File: src/rtl/pipeline_sequencer.sv
// Debug-link sequencer: loads instruction memory from a byte stream, then runs or single-steps the pipeline.
// Every output is registered, one cycle after the input that caused it. No backpressure: bytes are one-cycle strobes.
module pipeline_sequencer #(
  parameter int          NBITS_ADDR = 10,
  parameter logic [31:0] HALT_WORD  = 32'hFFFF_FFFF
) (
  input  logic                  i_clk,
  input  logic                  i_reset,
  input  logic [7:0]            i_Cmd,
  input  logic                  i_CmdValid,
  input  logic                  i_Halt,
  output logic                  o_PipeEnable,
  output logic                  o_PipeReset,
  output logic                  o_InstrWrEn,
  output logic [NBITS_ADDR-1:0] o_InstrWrAddr,
  output logic [31:0]           o_InstrWrData,
  output logic [2:0]            o_State,
  output logic [31:0]           o_CycleCount
);

  typedef enum logic [2:0] {
    ST_IDLE = 3'd0,
    ST_LOAD = 3'd1,
    ST_RUN  = 3'd2,
    ST_STEP = 3'd3,
    ST_DONE = 3'd4
  } state_t;

  localparam logic [7:0] CMD_LOAD  = 8'h4C;
  localparam logic [7:0] CMD_RUN   = 8'h52;
  localparam logic [7:0] CMD_STEP  = 8'h53;
  localparam logic [7:0] CMD_CLEAR = 8'h43;

  state_t                state_q, state_d;
  logic                  pipe_en_q, pipe_en_d;
  logic                  pipe_rst_q, pipe_rst_d;
  logic                  wr_en_q, wr_en_d;
  logic [NBITS_ADDR-1:0] wr_addr_q, wr_addr_d;
  logic [31:0]           wr_data_q, wr_data_d;
  logic [NBITS_ADDR-1:0] load_addr_q, load_addr_d;
  logic [1:0]            byte_cnt_q, byte_cnt_d;
  logic [23:0]           shift_q, shift_d;
  logic [31:0]           cycle_cnt_q, cycle_cnt_d;
  logic [31:0]           word;

  always_comb begin
    state_d     = state_q;
    pipe_rst_d  = 1'b0;
    wr_en_d     = 1'b0;
    wr_addr_d   = wr_addr_q;
    wr_data_d   = wr_data_q;
    load_addr_d = load_addr_q;
    byte_cnt_d  = byte_cnt_q;
    shift_d     = shift_q;
    cycle_cnt_d = cycle_cnt_q + {31'd0, pipe_en_q};
    word        = {shift_q, i_Cmd};

    case (state_q)
      ST_IDLE: begin
        if (i_CmdValid) begin
          case (i_Cmd)
            CMD_LOAD: begin
              state_d     = ST_LOAD;
              byte_cnt_d  = 2'd0;
              load_addr_d = '0;
              cycle_cnt_d = 32'd0;
            end
            CMD_RUN:   state_d = ST_RUN;
            CMD_STEP:  state_d = ST_STEP;
            CMD_CLEAR: begin
              pipe_rst_d  = 1'b1;
              cycle_cnt_d = 32'd0;
            end
            default: ;
          endcase
        end
      end
      ST_LOAD: begin
        if (i_CmdValid) begin
          shift_d    = word[23:0];
          byte_cnt_d = byte_cnt_q + 2'd1;
          if (byte_cnt_q == 2'd3) begin
            wr_en_d     = 1'b1;
            wr_data_d   = word;
            wr_addr_d   = load_addr_q;
            load_addr_d = load_addr_q + NBITS_ADDR'(1);
            // The last address ends the load rather than wrapping onto word 0.
            if (word == HALT_WORD || load_addr_q == '1)
              state_d = ST_IDLE;
          end
        end
      end
      ST_RUN: begin
        if (i_Halt)
          state_d = ST_DONE;
      end
      ST_STEP: state_d = i_Halt ? ST_DONE : ST_IDLE;
      ST_DONE: begin
        if (i_CmdValid && i_Cmd == CMD_CLEAR) begin
          state_d     = ST_IDLE;
          pipe_rst_d  = 1'b1;
          cycle_cnt_d = 32'd0;
        end
      end
      default: state_d = ST_IDLE;
    endcase

    pipe_en_d = (state_d == ST_RUN) || (state_d == ST_STEP);
  end

  always_ff @(posedge i_clk) begin
    if (i_reset) begin
      state_q     <= ST_IDLE;
      pipe_en_q   <= 1'b0;
      pipe_rst_q  <= 1'b1;
      wr_en_q     <= 1'b0;
      wr_addr_q   <= '0;
      wr_data_q   <= 32'd0;
      load_addr_q <= '0;
      byte_cnt_q  <= 2'd0;
      shift_q     <= 24'd0;
      cycle_cnt_q <= 32'd0;
    end else begin
      state_q     <= state_d;
      pipe_en_q   <= pipe_en_d;
      pipe_rst_q  <= pipe_rst_d;
      wr_en_q     <= wr_en_d;
      wr_addr_q   <= wr_addr_d;
      wr_data_q   <= wr_data_d;
      load_addr_q <= load_addr_d;
      byte_cnt_q  <= byte_cnt_d;
      shift_q     <= shift_d;
      cycle_cnt_q <= cycle_cnt_d;
    end
  end

  assign o_PipeEnable  = pipe_en_q;
  assign o_PipeReset   = pipe_rst_q;
  assign o_InstrWrEn   = wr_en_q;
  assign o_InstrWrAddr = wr_addr_q;
  assign o_InstrWrData = wr_data_q;
  assign o_State       = state_q;
  assign o_CycleCount  = cycle_cnt_q;

endmodule

File: config.mk
export PLATFORM = sky130hd
export DESIGN_NAME = pipeline_sequencer
export DESIGN_NICKNAME = d
export VERILOG_FILES = /design/src/rtl/pipeline_sequencer.sv
export SDC_FILE = /design/constraint.sdc
export NUM_CORES = 1
export LEC_CHECK = 0
export ABC_CLOCK_PERIOD_IN_PS = 3440
export CAP_MARGIN = 40
export CORE_ASPECT_RATIO = 1.5
export CORE_MARGIN = 2
export CORE_UTILIZATION = 39
export CTS_CLUSTER_SIZE = 24
export DETAILED_ROUTE_END_ITERATION = 10
export PLACE_DENSITY_LB_ADDON = 0.15
export SLEW_MARGIN = 20
export SYNTH_ARGS = -nofsm -noshare
export SYNTH_HDL_FRONTEND = slang
export SYNTH_SLANG_ARGS = --single-unit
File: constraint.sdc
create_clock -name i_clk -period 3.44 [get_ports i_clk]
set_input_delay 0.86 -clock i_clk [delete_from_list [all_inputs] [get_ports i_clk]]
set_output_delay 0.86 -clock i_clk [all_outputs]
set_load 0.01 [all_outputs]
==> results.toml <==
[status]
outcome = "finished clean"

[placement]
gp_congestion = 0.8083
pre_cts_slack_ns = 0.1688
portBuffers = 91
placed_area_um2 = 5762
post-dp-hpwl_um = 8904

[cts]
numClockSinks = 116
clock_path_buffers = 2
root_buffer = "clkbuf_16"
path_clk_slew_ns = 0.05
cts_tree = "built"
clock_latency_ns = 0.41
h-tree-depth = 4
cts_setup_buffers = 0
numCtsBuffers = 17
cts_resized = 0
postCtsHoldBufs = 0

[floorplanning]
die_area_um2 = 13100
fp.dieW_um = 94.11
chipHeight_um = 139.2
num_rows = 49
coreArea_um2 = 11960
io-pin-count = 92
initial_core_util_pct = 39.73

[cells_and_area]
num_antenna_cells = 0
final_common_cell = "nand2_1"
final_area_um2 = 6392
nets = 688
drive_above_1_share_pct = 7.007
fin_util_pct = 53.47
final_cell_mix = "nand2_1, dfxtp_1, clkdlybuf4s50_1"
multi_input_area_um2 = 2260
synthToLayoutAreaGrowth_pct = 34.59
fill_cells = 1167
seq_area_um2 = 2322

[logic_synthesis]
syn-instance-count = 587
yosysSeqAreaShare_pct = 48.89
syn-num-nets = 603
syn_avg_cell_area_um2 = 8.091
synth_area_um2 = 4750
ys_types = 39
synth_warnings = 0
synth-seq-cells = 116

[timing]
finalCritPeriodShare_pct = 82.72
rsz0062_at_grt = "no"
setup_viol = 0
fin_crit_ns = 2.846
slew_headroom_pct = 56.94
fin_skew_ns = 0.007394
fin_tns_setup_ns = 0
hold_violations = 0
drv_slew = 0
max_freq_mhz = 351.4
setup_slack_ns = 0.5943
worst_slew_pin_slew_ns = 0.6440

[global_routing]
grt_max_degree = 55
grt_pass1_wl_um = 20880
gr-usage-all-layers_pct = 19.93
antenna_found_initial = 0
grt_pass1_vias = 4286
grt_overflow = 0

[power_and_ir_drop]
leakagePower_nw = 2.034
vdd_drop_max_mv = 0.3588
power_mw = 3.244
powerDensity_nw_per_um2 = 507.5

[worst_setup_path]
critPathCaptureType = "flip-flop"
cp_num_buf_inv = 1
worstSetupStartpointType = "input pin"
worst_path_dominant_cell_family = "simple AND/OR/NAND/NOR gates"
cp.arrival_ns = 3.12
crit_chain = "clkdlybuf4s50_1 -> nor3_1 -> nand4_1 -> nand3_2 -> nor2_1"
critical_path_class = "in -> reg"
slowest_delay_ns = 0.70
crit_slowest_cell = "nand3_2"
required_ns = 3.71
path_max_fanout = 28

[route]
vias_per_cell = 5.301
dr.pass1.iters = 4
drc_errors = 0
num_vias = 4442
drt-wirelength-per-cell_um = 14.99
wirelength_um = 12560
drt_iter0_drc = 173
ant_nets = 0

[run]
drv_cap = 0

[worst_hold_path]
min_path_type = "reg -> reg"
## stage by stage
| step | hold slack [ns] | std cells |
|---|---|---|
| 2_1_floorplan | 0.4449 | 587 |
| 3_3_place_gp | 0.4465 | 805 |
| 3_5_place_dp | 0.4488 | 805 |
| 4_1_cts | 0.4566 | 837 |
| 5_1_grt | 0.4756 | 838 |
| 6_report | 0.4551 | 838 |
## cell type report
cell class,instances,area share [%]
well taps,153,2.995
flip-flops and latches,116,36.33
inverters,8,0.4698
multi-input cells,430,35.35
clock buffers,18,6.714
repair buffers,99,15.23
clock inverters,14,2.916
## kinds of logic after synthesis
logic type	after synthesis	share of synthesized area, %
flops	116	48.89
compound gates	111	12.91
xor+xnor	17	3.135
mux	5	1.080
buf+inv	41	3.635
fa+ha+maj	4	1.054
simple gates	293	29.29
## worst paths after layout
path / start / endpoint / slack (ns) / cells after the start
worst max register to register: o_PipeEnable$_SDFF_PP0_ / o_CycleCount[20]$_SDFF_PP0_ / 1.06 / 6
worst min-delay path: o_InstrWrData[10]$_SDFFE_PP0P_ / o_InstrWrData[10]$_SDFFE_PP0P_ / 0.46 / 2
worst min register to register: o_InstrWrData[10]$_SDFFE_PP0P_ / o_InstrWrData[10]$_SDFFE_PP0P_ / 0.46 / 2
worst max-delay path: i_Cmd[4] / o_CycleCount[4]$_SDFF_PP0_ / 0.59 / 5
## report_power, final
part / internal [mW] / leakage, nW / switching (mW) / total [mW]
clock network: 1.20 / 0.288 / 0.637 / 1.84
logic: 0.0182 / 0.812 / 0.0384 / 0.0566
registers: 1.35 / 0.934 / 0.000633 / 1.35
total: 2.57 / 2.03 / 0.676 / 3.24
## cells in the mapped netlist
cell,number,area [um2]
buf_2,15,75.07
nor3b_2,1,12.51
a21o_1,1,7.510
nand4b_1,2,17.52
inv_1,8,30.03
a21oi_1,85,425.4
nand2b_1,1,6.260
a41o_1,1,10.01
nor2_1,25,93.84
or4_1,6,45.04
and4_1,8,70.07
or3_1,8,50.05
xnor2_1,14,122.6
ha_1,4,50.05
o21ai_0,11,55.05
o31ai_1,5,37.54
nor2_4,1,11.26
and3_1,4,25.02
mux2i_1,4,40.04
o2111ai_1,3,26.28
mux2_2,1,11.26
o311ai_0,1,8.760
dfxtp_1,116,2322
xor2_1,3,26.28
nand4_1,24,150.1
and4bb_1,1,12.51
nor2_2,2,12.51
clkbuf_1,18,67.56
nand3b_1,1,7.510
or3b_1,1,8.760
nand3_1,23,115.1
nand2_1,158,593.1
or3b_2,1,8.760
o221ai_1,1,8.760
nor4_1,10,62.56
nor3_1,12,60.06
and2_1,3,18.77
nand3_2,1,10.01
a2111o_1,3,33.78
## flip-flops by register name, indices dropped and copies added, names as in the netlist
signal and count:
o_CycleCount 32, o_PipeReset 1, o_State 3, byte_cnt_q 2
o_InstrWrEn 1, load_addr_q 10, o_InstrWrData 32, o_PipeEnable 1
o_InstrWrAddr 10, shift_q 24
## tightest hold or removal path, cell delays in order, from the launching register on
cell	delay [ns]
dfxtp_1	0.31
nand2_1	0.05
a21oi_1	0.05
## layer usage
metal	up-vias	GRT usage, %	share of wire, %
li1	2222	-	-
met1	2106	22.38	41
met2	99	35.45	54
met3	15	5.109	4.0
met4	0	7.628	1.6
met5	-	0	0
Power figures use the tool's default switching activity.
